## config.mk

```make
export PLATFORM = sky130hd
export DESIGN_NAME = gate_sweep_ctrl
export DESIGN_NICKNAME = d
export VERILOG_FILES = /design/src/rtl/gate_test_pkg.sv /design/src/rtl/settle_timer.sv /design/src/rtl/gate_sweep_ctrl.sv
export SDC_FILE = /design/constraint.sdc
export NUM_CORES = 1
export LEC_CHECK = 0
export CAP_MARGIN = 20
export CELL_PAD_IN_SITES_DETAIL_PLACEMENT = 1
export CELL_PAD_IN_SITES_GLOBAL_PLACEMENT = 1
export CORE_ASPECT_RATIO = 1.25
export CORE_UTILIZATION = 44
export DETAILED_ROUTE_END_ITERATION = 10
export DONT_BUFFER_PORTS = 1
export GPL_ROUTABILITY_DRIVEN = 0
export GPL_TIMING_DRIVEN = 0
export PLACE_DENSITY = 0.76
export RECOVER_POWER = 25
export SYNTH_ARGS = -nofsm -noshare
export SYNTH_HDL_FRONTEND = slang
export SYNTH_SLANG_ARGS = --single-unit
```

## constraint.sdc

```tcl
create_clock -name clk -period 1.83 [get_ports clk]
set_clock_uncertainty 0.1 [all_clocks]
set_input_delay 0.549 -clock clk [delete_from_list [all_inputs] [get_ports clk]]
set_output_delay 0.549 -clock clk [all_outputs]
set_load 0.05 [all_outputs]
```

## src/rtl/gate_test_pkg.sv

```systemverilog
// Shared types and reference truth tables for the gate sweep controller.
// Truth-table bit index is {a, b}.
package gate_test_pkg;

  typedef enum logic [1:0] {
    IDLE   = 2'd0,
    SETTLE = 2'd1,
    SAMPLE = 2'd2,
    DONE   = 2'd3
  } state_t;

  localparam logic [3:0] TT_AND  = 4'b1000;
  localparam logic [3:0] TT_OR   = 4'b1110;
  localparam logic [3:0] TT_XOR  = 4'b0110;
  localparam logic [3:0] TT_XNOR = 4'b1001;
  localparam logic [3:0] TT_NAND = 4'b0111;

endpackage

```

## src/rtl/settle_timer.sv

```systemverilog
// Settle counter: clears on clr, counts while en, flags when it reaches TERM.
module settle_timer #(
  parameter int unsigned CNT_W = 4,
  parameter int unsigned TERM  = 2
) (
  input  logic clk,
  input  logic rst,
  input  logic clr,
  input  logic en,
  output logic tc
);

  logic [CNT_W-1:0] cnt;

  always_ff @(posedge clk) begin
    if (rst || clr) begin
      cnt <= '0;
    end else if (en) begin
      cnt <= cnt + 1'b1;
    end
  end

  assign tc = (cnt == CNT_W'(TERM));

endmodule

```

## src/rtl/gate_sweep_ctrl.sv

```systemverilog
// Drives all four input vectors into an external 2-input gate, captures its
// output per vector and compares the measured truth table against EXP_TT.
module gate_sweep_ctrl
  import gate_test_pkg::*;
#(
  parameter int unsigned SETTLE_CYCLES = 2,
  parameter logic [3:0]  EXP_TT        = TT_XNOR,
  parameter int unsigned CNT_W         = 4
) (
  input  logic       clk,
  input  logic       rst,
  input  logic       start,
  output logic       gate_a,
  output logic       gate_b,
  input  logic       gate_y,
  output logic       busy,
  output logic       done,
  output logic       pass,
  output logic [3:0] fail_mask,
  output logic [3:0] result_tt
);

  state_t     state;
  logic [1:0] idx;
  logic       tmr_clr;
  logic       tmr_en;
  logic       tmr_tc;

  // Counter only runs in SETTLE; leaving SAMPLE therefore always re-enters at 0.
  assign tmr_en  = (state == SETTLE);
  assign tmr_clr = (state != SETTLE);

  settle_timer #(
    .CNT_W (CNT_W),
    .TERM  (SETTLE_CYCLES)
  ) u_settle_timer (
    .clk (clk),
    .rst (rst),
    .clr (tmr_clr),
    .en  (tmr_en),
    .tc  (tmr_tc)
  );

  always_ff @(posedge clk) begin
    if (rst) begin
      state     <= IDLE;
      idx       <= '0;
      gate_a    <= 1'b0;
      gate_b    <= 1'b0;
      busy      <= 1'b0;
      done      <= 1'b0;
      pass      <= 1'b0;
      fail_mask <= '0;
      result_tt <= '0;
    end else begin
      done <= 1'b0;
      case (state)
        IDLE: begin
          if (start) begin
            state           <= SETTLE;
            idx             <= '0;
            {gate_a, gate_b} <= 2'b00;
            busy            <= 1'b1;
            result_tt       <= '0;
            pass            <= 1'b0;
            fail_mask       <= '0;
          end
        end
        SETTLE: begin
          if (tmr_tc) state <= SAMPLE;
        end
        SAMPLE: begin
          result_tt[idx] <= gate_y;
          if (idx == 2'd3) begin
            state <= DONE;
          end else begin
            idx              <= idx + 2'd1;
            {gate_a, gate_b} <= idx + 2'd1;
            state            <= SETTLE;
          end
        end
        DONE: begin
          pass      <= (result_tt == EXP_TT);
          fail_mask <= result_tt ^ EXP_TT;
          done      <= 1'b1;
          busy      <= 1'b0;
          state     <= IDLE;
        end
        default: state <= IDLE;
      endcase
    end
  end

endmodule

```

# After elaboration in Yosys (flattened, before gate mapping)

Cells that the tools add are included.

Add/sub/neg operators: 2
Magnitude comparators: 2
Equality and inequality tests: 10
Muxes and demuxes: 22
Bitwise gates (word level): 1
Reductions and logical operators: 9

Operator list:

| operator            | number |
|---|---|
| $pmux 4 s2          | 2 |
| $mux 2              | 5 |
| $pmux 1 s2          | 4 |
| $pmux 2 s4          | 1 |
| $eq 2x2->1 const B  | 3 |
| $mux 1              | 6 |
| $reduce_and 2->1    | 3 |
| $add 4x1->4 const B | 1 |
| $bwmux 4            | 1 |
| $eq 4x2->1 const B  | 1 |
| $eq 4x4->1 const B  | 1 |
| $mux 4              | 1 |
| $ne 2x1->1 const B  | 2 |
| $ne 2x2->1 const B  | 2 |
| $pmux 2 s2          | 1 |
| $reduce_bool 2->1   | 2 |
| $lt 2x3->1 const B  | 1 |
| $reduce_and 3->1    | 1 |
| $add 2x1->2 const B | 1 |
| $demux 1 s2         | 1 |
| $eq 2x1->1 const B  | 1 |
| $ge 2x1->1 const B  | 1 |
| $logic_not 2->1     | 1 |
| $not 2->2           | 1 |
| 2 further kinds     | 2 |

Flip-flop bits (word level): 21
Output and inout port bits: 13

# Longest topological paths before layout

Gate-level depths: netlist of run 1.

Word-level depth: 6
Depth in mapped cells: 5
Depth with buffers taken out: 5

# Modules after synthesis

Synthesis of run 1 repeated with hierarchy kept, for this count alone.

Cell total of the unflattened synthesis: 103
Area total of the unflattened synthesis: 910.9 um^2

Modules (own cells, without submodules):

| module          | instances | cells an instance | area each (um^2) | sequential area each (um^2) |
|---|---|---|---|---|
| gate_sweep_ctrl | 1         | 83                | 711.9            | 300.3 |
| settle_timer    | 1         | 20                | 198.9            | 80.1 |

# Worst setup path before layout of run 1

OpenSTA, ideal clock, no wires.

Path type: reg-to-reg
Start point: register gate_a (netlist name)
End point: register idx[0]
Library setup time: 0.069 ns
Data arrival time: 1.565 ns
Data required time: 1.661 ns
Setup slack: 0.095 ns
Cell stages (with the launch flop): 5
Buffers on the path: 0
Cell sequence: dfxtp_1 -> ha_1 -> or3b_1 -> or3_1 -> o21ai_1

RTL lines:

| what                   | RTL line              | RTL |
|---|---|---|
| end signal: assignment | gate_sweep_ctrl.sv:77 | `idx <= idx + 2'd1;` |
| end: declaration       | gate_sweep_ctrl.sv:24 | `logic [1:0] idx;` |

==> impl_metrics.ini, run 1 <==
[run_status]
outcome = finished clean

[drt]
drt-total-wl_mm = 1.837
drtPass1Iterations = 2
post_drt_wl_per_cell_um = 15.44
drt_first_iter_violations = 13
vias_per_cell = 5.756
vias = 685
drtAntennaViolNets = 0
post-route-drc-count = 0

[global_routing]
grt_max_degree = 12
antenna_found_initial = 0
grt_pass1_wl_mm = 2.967
met3_usage_pct = 4.348
use_met2_pct = 29.95
grtUsageTotal_pct = 21.21
grt_pass1_vias = 659
busiest_layer = met2
grt.overflow.total = 0
use_met1_pct = 28.49

[yosys]
syn_area_sq_um = 844.6
synth_cells = 96
yosysSeqAreaShare_pct = 45.04
synth_fp_nets = 107
synth_edf_count = 0
avgSynthCellArea_sq_um = 8.798
async_flop_share_pct = 0
yosysUniqueCellTypes = 29
synth.most_common_cell = dfxtp_1
ys.flop_type = dfxtp_1
synth-seq-cells = 19
synth_common_cells = 19 x dfxtp_1, 12 x nor2_1, 9 x nand2_1, 8 x a21oi_1, 7 x ha_1
synth.top_cell.area_share_pct = 45.04
synth.top_cells.by_area = dfxtp_1 45%, ha_1 10%, nor2_1 5.3%
yosysTopAreaCell = dfxtp_1
synth_warnings = 0

[cts]
cts-root-buf = clkbuf_4
clk_pin_slew_ns = 0.10
cts_hold_buf = 0
cts_tree = yes
cts_buffer_depth = 2
clock_sinks = 19
clk_latency_ns = 0.29
htree_num_levels = 1
cts_made_buffers = 3
cts_resized = 2
post_cts_buffers = 0

[setup_path]
crit_path_end_kind = flip-flop
cp_max_fo = 6
crit_start = gate_a
r2r-start = gate_a
worst_setup_path_start_kind = flip-flop
r2r_cells = 4
crit_type = reg2reg
worst_ep_arrival_time_ns = 1.84
crit_required_ns = 1.96

[finish]
n_antenna_cell = 0
nets = 112
post_route_cells_drive_above_1_share_pct = 7.000
area_growth_pct = 6.370
post-route-util_pct = 50.28

[die]
fp.dieArea_sq_um = 2100
dieWidth_um = 41.19
ioPinCount = 17
initial_core_util_pct = 47.27
die_h_um = 50.99
fp-row-count = 17
fp.coreArea_sq_um = 1787

[flow_run]
maxCapViolCount = 0

[pwr]
ir_drop_uv = 547.4
p_per_area_nw_per_um2 = 836.2
leakagePower_nw = 0.3291

[min_path]
hold_depth = 2
hold_start = rst
hold_path.class = in2reg

[sta]
tightest_slew_ns = 0.5873
fin_crit_sh_pct = 93.67
max_slew_margin_pct = 60.80
holdWs_ns = 0.3109
rsz0062_at_grt = false
setup_viol = 0
slew_viol_final = 0
hold_violations = 0
fin_crit_ns = 1.714
fmax_mhz = 583.4

[place]
portBuffers = 0
hpwl_mm = 1.320
==> worst max-delay path, cell delays in order (launching register included) <==
cell,delay (ns)
dfxtp_2,0.45
ha_1,0.28
or3b_1,0.43
or3_1,0.33
o21ai_1,0.07
==> cell type report <==
| class | instances | area [sq um] |
|---|---|---|
| buffer | 3 | 11.26 |
| fill | 230 | 888.4 |
| clock buffer | 3 | 22.52 |
| sequential | 19 | 382.9 |
| inverter | 5 | 18.77 |
| clock inverter | 1 | 5.005 |
| multi-input combinational | 69 | 434.2 |
| tap | 19 | 23.77 |
==> placed cells by master (no fill, tap or decap), drive strengths merged, types with 2 or more instances in the layout <==
cell type,synthesis,layout
nand3b,3,3
nand3,2,2
clkbuf,3,6
o21ai,3,3
nand2,9,9
ha,7,7
o22ai,3,3
a211oi,2,2
dfxtp,19,19
nor4,3,3
nor2,12,12
a21oi,8,8
inv,5,5
nand2b,3,3
==> cell families after synthesis <==
group	count (synthesis)	synth area share, %
simple gates	39	23.56
buf+inv	8	3.556
xor+xnor	2	2.074
flops	19	45.04
compound gates	21	15.41
fa+ha+maj	7	10.37
==> sequential cells by signal, indices dropped and copies added (netlist names) <==
register,count
busy,1
done,1
fail_mask,4
gate_a,1
idx,1
pass,1
result_tt,4
state,2
u_settle_timer.cnt,4
==> metal layers <==
metal | routed length (um) | part of all wire [%]
met5 | 0 | 0
met4 | 50 | 2.7
met3 | 63 | 3.4
met2 | 883 | 48
met1 | 841 | 46
==> per-stage QoR <==
step	area, sq um	total power [mW]	cells	setup TNS [ns]	worst slack [ns]
floorplan	844.6	0.5268	96	0	0.09531
CTS	898.4	0.7582	119	0	0.1100
global route	898.4	0.7853	119	0	0.07051
finish	898.4	0.7512	119	0	0.1158
global placement	868.3	0.5439	115	0	0.01976
detailed placement	868.3	0.5476	115	-0.02688	-0.02688
==> power by group <==
part | switching, mW | internal, mW | total, mW
Combinational | 0.0463 | 0.0277 | 0.0740
Sequential | 0.0387 | 0.426 | 0.465
Clock | 0.131 | 0.0815 | 0.212
Total | 0.216 | 0.535 | 0.751
==> path summary, 6_finish.rpt <==
| kind | to | slack [ns] |
|---|---|---|
| max | idx[0] | 0.12 |
| max reg2reg | idx[0] | 0.12 |
| min reg2reg | u_settle_timer.cnt[0] | 0.38 |
| min | idx[0] | 0.31 |
Note: power is estimated with default switching activity, not from simulation.
==> run 2: changes to the inputs <==
--- a/config.mk
+++ b/config.mk
@@ -9,5 +9,4 @@
 export CELL_PAD_IN_SITES_DETAIL_PLACEMENT = 1
 export CELL_PAD_IN_SITES_GLOBAL_PLACEMENT = 1
-export CORE_ASPECT_RATIO = 1.25
 export CORE_UTILIZATION = 44
 export DETAILED_ROUTE_END_ITERATION = 10
==> constraint.sdc (replaced) <==
create_clock -name clk -period 1.83 [get_ports clk]
set_clock_uncertainty 0.1 [all_clocks]
set_input_delay 0.0915 -clock clk [delete_from_list [all_inputs] [get_ports clk]]
set_output_delay 0.0915 -clock clk [all_outputs]
set_load 0.05 [all_outputs]
==> run 2 against run 1 <==
- combinational power up 6.8%
- global-route usage down 0.54 points
- highest routed layer unchanged
- sequential share of layout area down 1.7 points
==> impl_metrics.ini, run 2 (same netlist as run 1, synthesis figures left out) <==
[cts]
cts_tree = yes
post_cts_buffers = 0
htree_num_levels = 1
cts_made_buffers = 3
cts_buffer_depth = 2
clk_pin_slew_ns = 0.11
clk_latency_ns = 0.29
clock_sinks = 19
cts-root-buf = clkbuf_4

[setup_path]
crit_type = reg2reg
crit_required_ns = 1.96
r2r-start = gate_a
crit_start = gate_a
slowest_stage = dfxtp_2
worst_setup_path_start_kind = flip-flop
crit_path_end_kind = flip-flop
critPathTopFamily = simple AND/OR/NAND/NOR gates
slowest_delay_ns = 0.45
path_buf_inv = 0
cp_max_fo = 6
crit_chain = ha_1 > or3b_1 > or3_1 > o21ai_1
worst_ep_arrival_time_ns = 1.86

[finish]
nets = 115
post-route-util_pct = 52.98
top_regs = fail_mask: 4 flops, result_tt: 4 flops, u_settle_timer.cnt: 4 flops
final_common_cell = dfxtp_1
multiInputGateArea_sq_um = 434.2
mostFrequentLayoutCells = 17 x dfxtp_1, 12 x nor2_1, 9 x nand2_1
post_route_cells_drive_above_1_share_pct = 5.825
fillers = 235
n_antenna_cell = 0
ff_latch_area_sq_um = 382.9
area_growth_pct = 10.67

[drt]
post-route-drc-count = 0
drtPass1Iterations = 3
drt_first_iter_violations = 3
vias = 700
vias_per_cell = 5.469
post_drt_wl_per_cell_um = 14.20
drt-total-wl_mm = 1.817
drtAntennaViolNets = 0

[die]
fp.dieArea_sq_um = 2099
ioPinCount = 17
dieWidth_um = 45.81
die_h_um = 45.81
initial_core_util_pct = 47.87
fp-row-count = 15
fp.coreArea_sq_um = 1764

[sta]
tns_ns = 0
fmax_mhz = 577.0
max_slew_margin_pct = 61.05
worst_slack_ns = 0.09703
fin_crit_ns = 1.733
tightest_slew_ns = 0.5834
slew_viol_final = 0
hold_violations = 0
rsz0062_at_grt = false
fin_crit_sh_pct = 94.70
setup_viol = 0

[pwr]
p_per_area_nw_per_um2 = 806.0
leakagePower_nw = 0.3389
ir_drop_uv = 357.9

[global_routing]
grt.overflow.total = 0
grtUsageTotal_pct = 20.67
antenna_found_initial = 0
grt_pass1_wl_mm = 2.994
grt_max_degree = 11
grt_pass1_vias = 698

[min_path]
hold_path.class = in2reg
hold_start = rst

[flow_run]
maxCapViolCount = 0

[run_status]
outcome = finished clean

[place]
portBuffers = 0
hpwl_mm = 1.318
pre_cts_ws_ns = -0.02098
## run 2: cell types whose count changed in the layout (fill, tap and decap cells not counted), sizes merged
cell	delta
clkinv	-1
dlygate4sd3	+3
clkbuf	+1
## run 2: path summary, 6_finish.rpt
check        depth (start not counted)                     to  slack, ns
min reg2reg                          1  u_settle_timer.cnt[0]       0.40
max reg2reg                          4                 idx[0]        0.1
min                                  2           fail_mask[2]       0.05
max                                  4                 idx[0]        0.1
## run 2: final cells by class
cell class | instances | share of cell area, %
buffer | 3 | 1.205
clock buffer | 4 | 2.811
inverter | 5 | 2.008
multi-input combinational | 69 | 46.45
sequential | 19 | 40.96
tap | 25 | 3.347
timing repair buffer | 3 | 3.213
## run 2: metrics by stage
step / area [sq um] / hold slack (ns) / power, mW / std cells
6_report: 934.6 / 0.04950 / 0.7533 / 128
3_5_place_dp: 875.8 / 0.1796 / 0.5462 / 121
3_3_place_gp: 875.8 / 0.1707 / 0.5432 / 121
5_1_grt: 934.6 / 0.07230 / 0.7942 / 128
2_1_floorplan: 844.6 / 0.1615 / 0.5268 / 96
4_1_cts: 934.6 / 0.02870 / 0.7608 / 128
## run 2: metal layers
layer	routed length (um)	track usage, %
met1	883	25.90
met2	818	32.86
met3	88	5.952
met4	27	8.824
met5	0	0
## run 2: timing repair
item,4_1_cts,5_1_grt
endpoints found under the hold margin,5,0
hold buffers,3,0
gates resized for setup,2,0
setup endpoints to repair,1,0
## run 2: report_power, final
group          switching [mW]  internal [mW]  total [mW]
Sequential             0.0387          0.426       0.465
Clock                   0.125         0.0848       0.209
Combinational          0.0470         0.0320      0.0790
## run 2: worst reg2reg max path, stage by stage, from the launching register on
cell     delay (ns)
dfxtp_2        0.45
ha_1           0.28
or3b_1         0.42
or3_1          0.33
o21ai_1        0.08
